File: src/rtl/inv_mix_columns.sv
// inv_mix_columns: AES InvMixColumns over a full 128-bit state, one state
// per cycle, single registered output stage.
// Optional build macro INV_MIX_COLUMNS_FWD_EN adds a fwd input that selects
// forward MixColumns (fwd=1) or InvMixColumns (fwd=0), sharing the xtime chain.
module inv_mix_columns (
  input  logic         clk,
  input  logic         reset,
  input  logic         in_valid,
`ifdef INV_MIX_COLUMNS_FWD_EN
  input  logic         fwd,
`endif
  input  logic [127:0] in,
  output logic         out_valid,
  output logic [127:0] out
);

  // x1/x2/x4/x8 multiples of one byte; every coefficient is an XOR of these.
  typedef struct packed {
    logic [7:0] x1;
    logic [7:0] x2;
    logic [7:0] x4;
    logic [7:0] x8;
  } mults_t;

  // Multiply by x modulo x^8+x^4+x^3+x+1.
  function automatic logic [7:0] xtime(input logic [7:0] b);
    return {b[6:0], 1'b0} ^ (b[7] ? 8'h1b : 8'h00);
  endfunction

  function automatic mults_t multiples(input logic [7:0] b);
    mults_t m;
    m.x1 = b;
    m.x2 = xtime(b);
    m.x4 = xtime(m.x2);
    m.x8 = xtime(m.x4);
    return m;
  endfunction

  // m[r] holds the multiples of row r of the column (m[0] is the MSB byte).
  function automatic logic [31:0] inv_col(input mults_t [3:0] m);
    logic [3:0][7:0] k09, k0b, k0d, k0e;
    for (int r = 0; r < 4; r++) begin
      k09[r] = m[r].x8 ^ m[r].x1;
      k0b[r] = m[r].x8 ^ m[r].x2 ^ m[r].x1;
      k0d[r] = m[r].x8 ^ m[r].x4 ^ m[r].x1;
      k0e[r] = m[r].x8 ^ m[r].x4 ^ m[r].x2;
    end
    return {k0e[0] ^ k0b[1] ^ k0d[2] ^ k09[3],
            k09[0] ^ k0e[1] ^ k0b[2] ^ k0d[3],
            k0d[0] ^ k09[1] ^ k0e[2] ^ k0b[3],
            k0b[0] ^ k0d[1] ^ k09[2] ^ k0e[3]};
  endfunction

`ifdef INV_MIX_COLUMNS_FWD_EN
  function automatic logic [31:0] fwd_col(input mults_t [3:0] m);
    logic [3:0][7:0] k03;
    for (int r = 0; r < 4; r++) begin
      k03[r] = m[r].x2 ^ m[r].x1;
    end
    return {m[0].x2 ^ k03[1]   ^ m[2].x1 ^ m[3].x1,
            m[0].x1 ^ m[1].x2  ^ k03[2]  ^ m[3].x1,
            m[0].x1 ^ m[1].x1  ^ m[2].x2 ^ k03[3],
            k03[0]  ^ m[1].x1  ^ m[2].x1 ^ m[3].x2};
  endfunction
`endif

  logic [127:0] mixed;
  logic [127:0] out_d, out_q;
  logic         out_valid_q;

  // Four independent column units; column c occupies bits [127-32c -: 32].
  for (genvar c = 0; c < 4; c++) begin : g_col
    mults_t [3:0] m;
    for (genvar r = 0; r < 4; r++) begin : g_row
      assign m[r] = multiples(in[127-32*c-8*r -: 8]);
    end
`ifdef INV_MIX_COLUMNS_FWD_EN
    assign mixed[127-32*c -: 32] = fwd ? fwd_col(m) : inv_col(m);
`else
    assign mixed[127-32*c -: 32] = inv_col(m);
`endif
  end

  // Next output: load a new state only when one is presented, else hold.
  always_comb begin
    // NOTE: default first so every path assigns out_d and no latch is inferred.
    out_d = out_q;
    if (in_valid) begin
      out_d = mixed;
    end
  end

  // Output register stage with synchronous reset taking priority over in_valid.
  always_ff @(posedge clk) begin
    // NOTE: non-blocking assignments keep register updates order-independent.
    if (reset) begin
      out_q       <= 128'h0;
      out_valid_q <= 1'b0;
    end else begin
      out_q       <= out_d;
      out_valid_q <= in_valid;
    end
  end

  assign out       = out_q;
  assign out_valid = out_valid_q;

endmodule

File: config.mk
export PLATFORM = sky130hd
export DESIGN_NAME = inv_mix_columns
export DESIGN_NICKNAME = d
export VERILOG_FILES = /design/src/rtl/inv_mix_columns.sv
export SDC_FILE = /design/constraint.sdc
export NUM_CORES = 1
export LEC_CHECK = 0
export ABC_AREA = 0
export CORE_ASPECT_RATIO = 1.5
export CORE_UTILIZATION = 40
export CTS_CLUSTER_SIZE = 8
export DETAILED_ROUTE_END_ITERATION = 7
export GPL_TIMING_DRIVEN = 0
export HOLD_SLACK_MARGIN = 0.05
export SYNTH_ARGS = -nofsm -noshare
export SYNTH_HDL_FRONTEND = slang
export SYNTH_SLANG_ARGS = --single-unit
File: constraint.sdc
create_clock -name clk -period 3.23 [get_ports clk]
set_clock_uncertainty 0.15 [all_clocks]
set_input_delay 0.4845 -clock clk [delete_from_list [all_inputs] [get_ports clk]]
set_output_delay 0.4845 -clock clk [all_outputs]
set_load 0.005 [all_outputs]
# [Yosys cells after proc, flatten, opt, wreduce, memory -nomap -nowiden]
# Index checks and enable logic that the tools add are counted.
[word_totals] n_memories=0 romBits=0 mem_bits_rw=0 regBits=129 out_inout_bits=129 latchBits=0 in_bits=131 elab_cells=242
[op_classes] div=0 multipliers=0 muxes=48 bitwise_logic=192 eq_ne=0 shift=0 n_addsub=0 reduce_logical=0 n_lt_le_gt_ge=0
[op_table] cell="$xor A8 B8 Y8" count=144
[op_table] cell="$xor A8 B5 Y8" count=48
[op_table] cell="$mux W5" count=48

# [Depth between registers and ports, before layout]
[logic_depth] depth_word=11 depth_mapped=7 depth_no_buf=6

# [Worst setup path before layout]
# No wires, ideal clock.
[synth_timing] kind="input-to-reg" start="in in[125]" end="reg out_q[107] (netlist: out[107])" slack_ns=0.722 path_stages=7 required_ns=2.952 n_path_buf=1 t_arrival_ns=2.231 setup_ns=0.128 path_cell_list="buf_6 > xnor3_1 > xnor3_2 > xnor3_1 > xor2_1 > mux2i_1 > nor2_1"
[synth_between] elab_chain_cells=9
[synth_rtl] item="start, declared" line="12" rtl="input logic [127:0] in,"
[synth_rtl] item="$xor A8 B5 Y8 (2 in a row)" line="27" rtl="return {b[6:0], 1'b0} ^ (b[7] ? 8'h1b : 8'h00);"
[synth_rtl] item="$mux W5" line="27"
[synth_rtl] item="$xor A8 B5 Y8" line="27"
[synth_rtl] item="$xor A8 B8 Y8 (2 in a row)" line="45" rtl="k0d[r] = m[r].x8 ^ m[r].x4 ^ m[r].x1;"
[synth_rtl] item="$xor A8 B8 Y8 (3 in a row)" line="50" rtl="k0d[0] ^ k09[1] ^ k0e[2] ^ k0b[3],"
[synth_rtl] item="end signal, assigned" line="100" rtl="out_q <= out_d;"
[synth_rtl] item="end, declared" line="68" rtl="logic [127:0] out_d, out_q;"
# Every way passes these cells.
# A chain may end at the register's enable or synchronous reset.

# [Final worst setup path]
[layout_timing] start="in in[89]" end="reg out_q[68] (netlist: out[68])"
[layout_between] elab_chain_cells=8
[layout_rtl] item="$xor A8 B5 Y8 (3 in a row)" line="27"
[layout_rtl] item="$xor A8 B8 Y8 (2 in a row)" line="44" rtl="k0b[r] = m[r].x8 ^ m[r].x2 ^ m[r].x1;"
[layout_rtl] item="$xor A8 B8 Y8 (3 in a row)" line="51" rtl="k0b[0] ^ k0d[1] ^ k09[2] ^ k0e[3]};"
# Every way passes these cells.

==> results.md <==
- CTS Hold Buffers Added: 0
- Synth-to-Final Area Change: 24.6%
- Sequential area share after synthesis: roughly 20%
- Worst vdd ir: between 400 and 500 µV
- Crit-path max FO: 4
- Clk_lat worst skew: between 0.4 and 0.5 ns
- Via density: 4.72
- Min-Delay Path Class: input port to flop
- Status: finished clean
- Maxcap violations: 0
- DP Worst Slack: -0.197 ns
- IO buf count: between 200 and 250
- Yosys warning total: 0
- Final setup vio count: 0
- Number of global-route vias before repair: 9186
- Placed Instance Area: 15500 µm²
- Row count: 80
- Switching Power: roughly 4.0 mW
- Crit path time final: between 2 and 3 ns
- Netlist cell types: 24
- Met2 Use GR: between 40 and 50%
- Total grt overflow: 0
- Root Driver: clkbuf_16
- HPWL Detailed: approximately 32000 µm
- Required @ worst endpoint: between 3 and 4 ns
- Cells after synthesis: approximately 1200
- Final hold slack: 0.287 ns
- Crit share post-route: 92.4%
- Layout cells sized above 1: under 10%
- Die Wd: ~150 µm
- Io pins: between 200 and 300
- Flops & latches, synth: 129
- Die height: ~220 µm
- Worst EP arrival: 3.16 ns
- First-pass GRT wire length: ~56000 µm
- DRT Wirelength: ~38000 µm
- GR peak layer: met2
- Final GP Congestion: between 0.9 and 1
- Worst setup path class: input port to flop
- RR Endpoint: out[47]
- Post-synthesis cell area: approximately 13000 µm²
- Clk buf depth: 2
- P per Cell Area: a little under 700 nW/µm²
- Syn Area/Cell: 10.7 µm²
- Resize count post-CTS: 0
- Switching Fraction: around 36%
- CP endpoint kind: flop
- Sequential share of power: 21.7%
- Layout fillers: 3032
- WL per Instance: roughly 20 µm
- Worst setup path endpoint: out[68]
- Nets@finish: 1557
- Met1 GRT Util: roughly a quarter
- Clock transition at the registers of the reported paths: about 0.060 ns
- Htree depth: 4
- Fin. Hold Viols: 0
- Finished Cell Area: about 16000 µm²
- Flop2flop setup slack: around 2.3 ns
- Fmax: approximately 340 MHz
- Initial DRT Pass Iterations: 4
- Internal power: 7.13 mW
- Slew @ Worst Pin: 0.857 ns
- R2R cell count: 3
- Slew headroom: between 40% and 50%
- Max-slew violations: 0
- CTS tree: done
- Antenna fix cells: 0
- Crit start category: input port
- DRT antenna net count: 0
- Final Util: between 50% and 60%
- Total CTS buffers: 17
- DR iter-0 viols: between 300 and 400
- M3 GR Usage: slightly above 4%
- Leakage: between 6 and 7 nW
- Core region area: about 32000 µm²
- Largest net degree at the start of global routing: 17
- DRC: 0
- Comb pwr share: 58.7%
- Initial cell density of the core: 40.7%
- Initial antenna violation count: 0
- DR vias: a little under 9000
- Dpl cells: approximately 1800
- Clock power frac: 19.6%
- CTS Sinks: around 130
- Total Routing Usage GR: 23.2%
- Final cell count without fillers: around 1800
- Setup slack after layout: approximately 0.25 ns
- RSZ-0062 raised after global routing: no
- Syn nets: roughly 1300
- Die ar.: around 33000 µm²
- Post-CTS Setup Inserts: 0
- Critical Path Source: in[89]
- R2R Path Start: out[47]
cells by family (layout without fill, tap and decap cells):
group	Yosys count	after routing	share of synthesized area [%]
DFF	129	129	20.0
and+or+nand+nor	132	132	3.94
xor gates and xnor gates	727	727	63.0
AOI/OAI and AO/OA	1	1	0.0484
buffers and inverters	90	323	3.21
muxes	127	127	9.84
layer usage:
layer / vias to the layer above / wire [µm]
li1: 4254 / -
met1: 4154 / 14700
met2: 251 / 20000
met3: 65 / 1770
met4: 0 / 1430
met5: - / 0
final cells by class:
type / count / area (µm²) / area share (%)
sequential: 129 / 2580 / 16.0
tap: 410 / 513 / 3.18
buffer: 85 / 397 / 2.46
clock inverter: 13 / 209 / 1.30
timing repair buffer: 201 / 2010 / 12.5
inverter: 5 / 18.8 / 0.116
clock buffer: 19 / 453 / 2.81
multi-input combinational: 987 / 9940 / 61.7
sequential cells by signal, summed over array words and instances, names as in the netlist:
signal,flops
out,128
out_valid,1
critical path: stages:
cell	delay, ns
clkdlybuf4s50_1	0.55
xnor2_1	0.66
xor3_1	0.63
xnor2_1	0.40
xnor2_1	0.22
mux2i_1	0.17
nor2_1	0.05
power groups by stage:
stage          Combinational, mW  Sequential [mW]  Clock [mW]
6_report                    6.53             2.41        2.18
2_1_floorplan               4.30             2.42           0
3_5_place_dp                6.54             2.45           0
5_1_grt                     6.99             2.47        2.29
4_1_cts                     6.58             2.42        2.23
3_3_place_gp                6.52             2.45           0
cells in the final DEF (no fill, tap or decap):
master,count
xor3_1,20
clkbuf_1,37
clkinv_4,3
nand2_1,1
xnor3_1,94
clkbuf_8,3
xor2_4,1
bufinv_16,5
clkinv_2,2
xor2_1,118
dfxtp_1,129
clkinvlp_4,3
or2_2,1
buf_8,1
nor2b_1,5
buf_1,12
nor2_1,125
a31oi_1,1
xnor2_1,473
buf_2,30
inv_1,5
xnor3_2,2
mux2i_1,125
mux2_2,2
buf_4,3
clkbuf_16,17
xor2_2,6
buf_6,1
clkdlybuf4s50_1,201
xnor2_2,13
per-stage QoR:
step	total power [mW]	setup TNS, ns
2_1_floorplan	6.72	0
3_3_place_gp	8.97	-0.510
3_5_place_dp	8.99	-0.382
4_1_cts	11.2	0
5_1_grt	11.8	0
6_report	11.1	0
worst min-delay path by stage:
stage               startpoint       end  slack, ns  depth (start not counted)
finish                   reset  out[106]       0.29                          2
global route             reset   out[98]       0.31                          2
floorplan              out[65]   out[65]       0.33                          2
global placement       out[86]   out[86]       0.33                          2
CTS                   in_valid  out[125]       0.27                          4
detailed placement     out[22]   out[22]       0.33                          2
synthesized netlist by cell type, drive strengths merged:
| cell | instances | share of area, % |
|---|---|---|
| dfxtp | 129 | 20 |
| xnor3 | 96 | 17 |
| nor2b | 5 | 0.24 |
| xor3 | 20 | 3.7 |
| inv | 5 | 0.15 |
| mux2 | 2 | 0.17 |
| or2 | 1 | 0.048 |
| nor2 | 125 | 3.6 |
| xor2 | 125 | 9.0 |
| buf | 47 | 1.9 |
| a31oi | 1 | 0.048 |
| nand2 | 1 | 0.029 |
| clkbuf | 38 | 1.2 |
| mux2i | 125 | 9.7 |
| xnor2 | 486 | 34 |
Power figures use the tool's default switching activity.
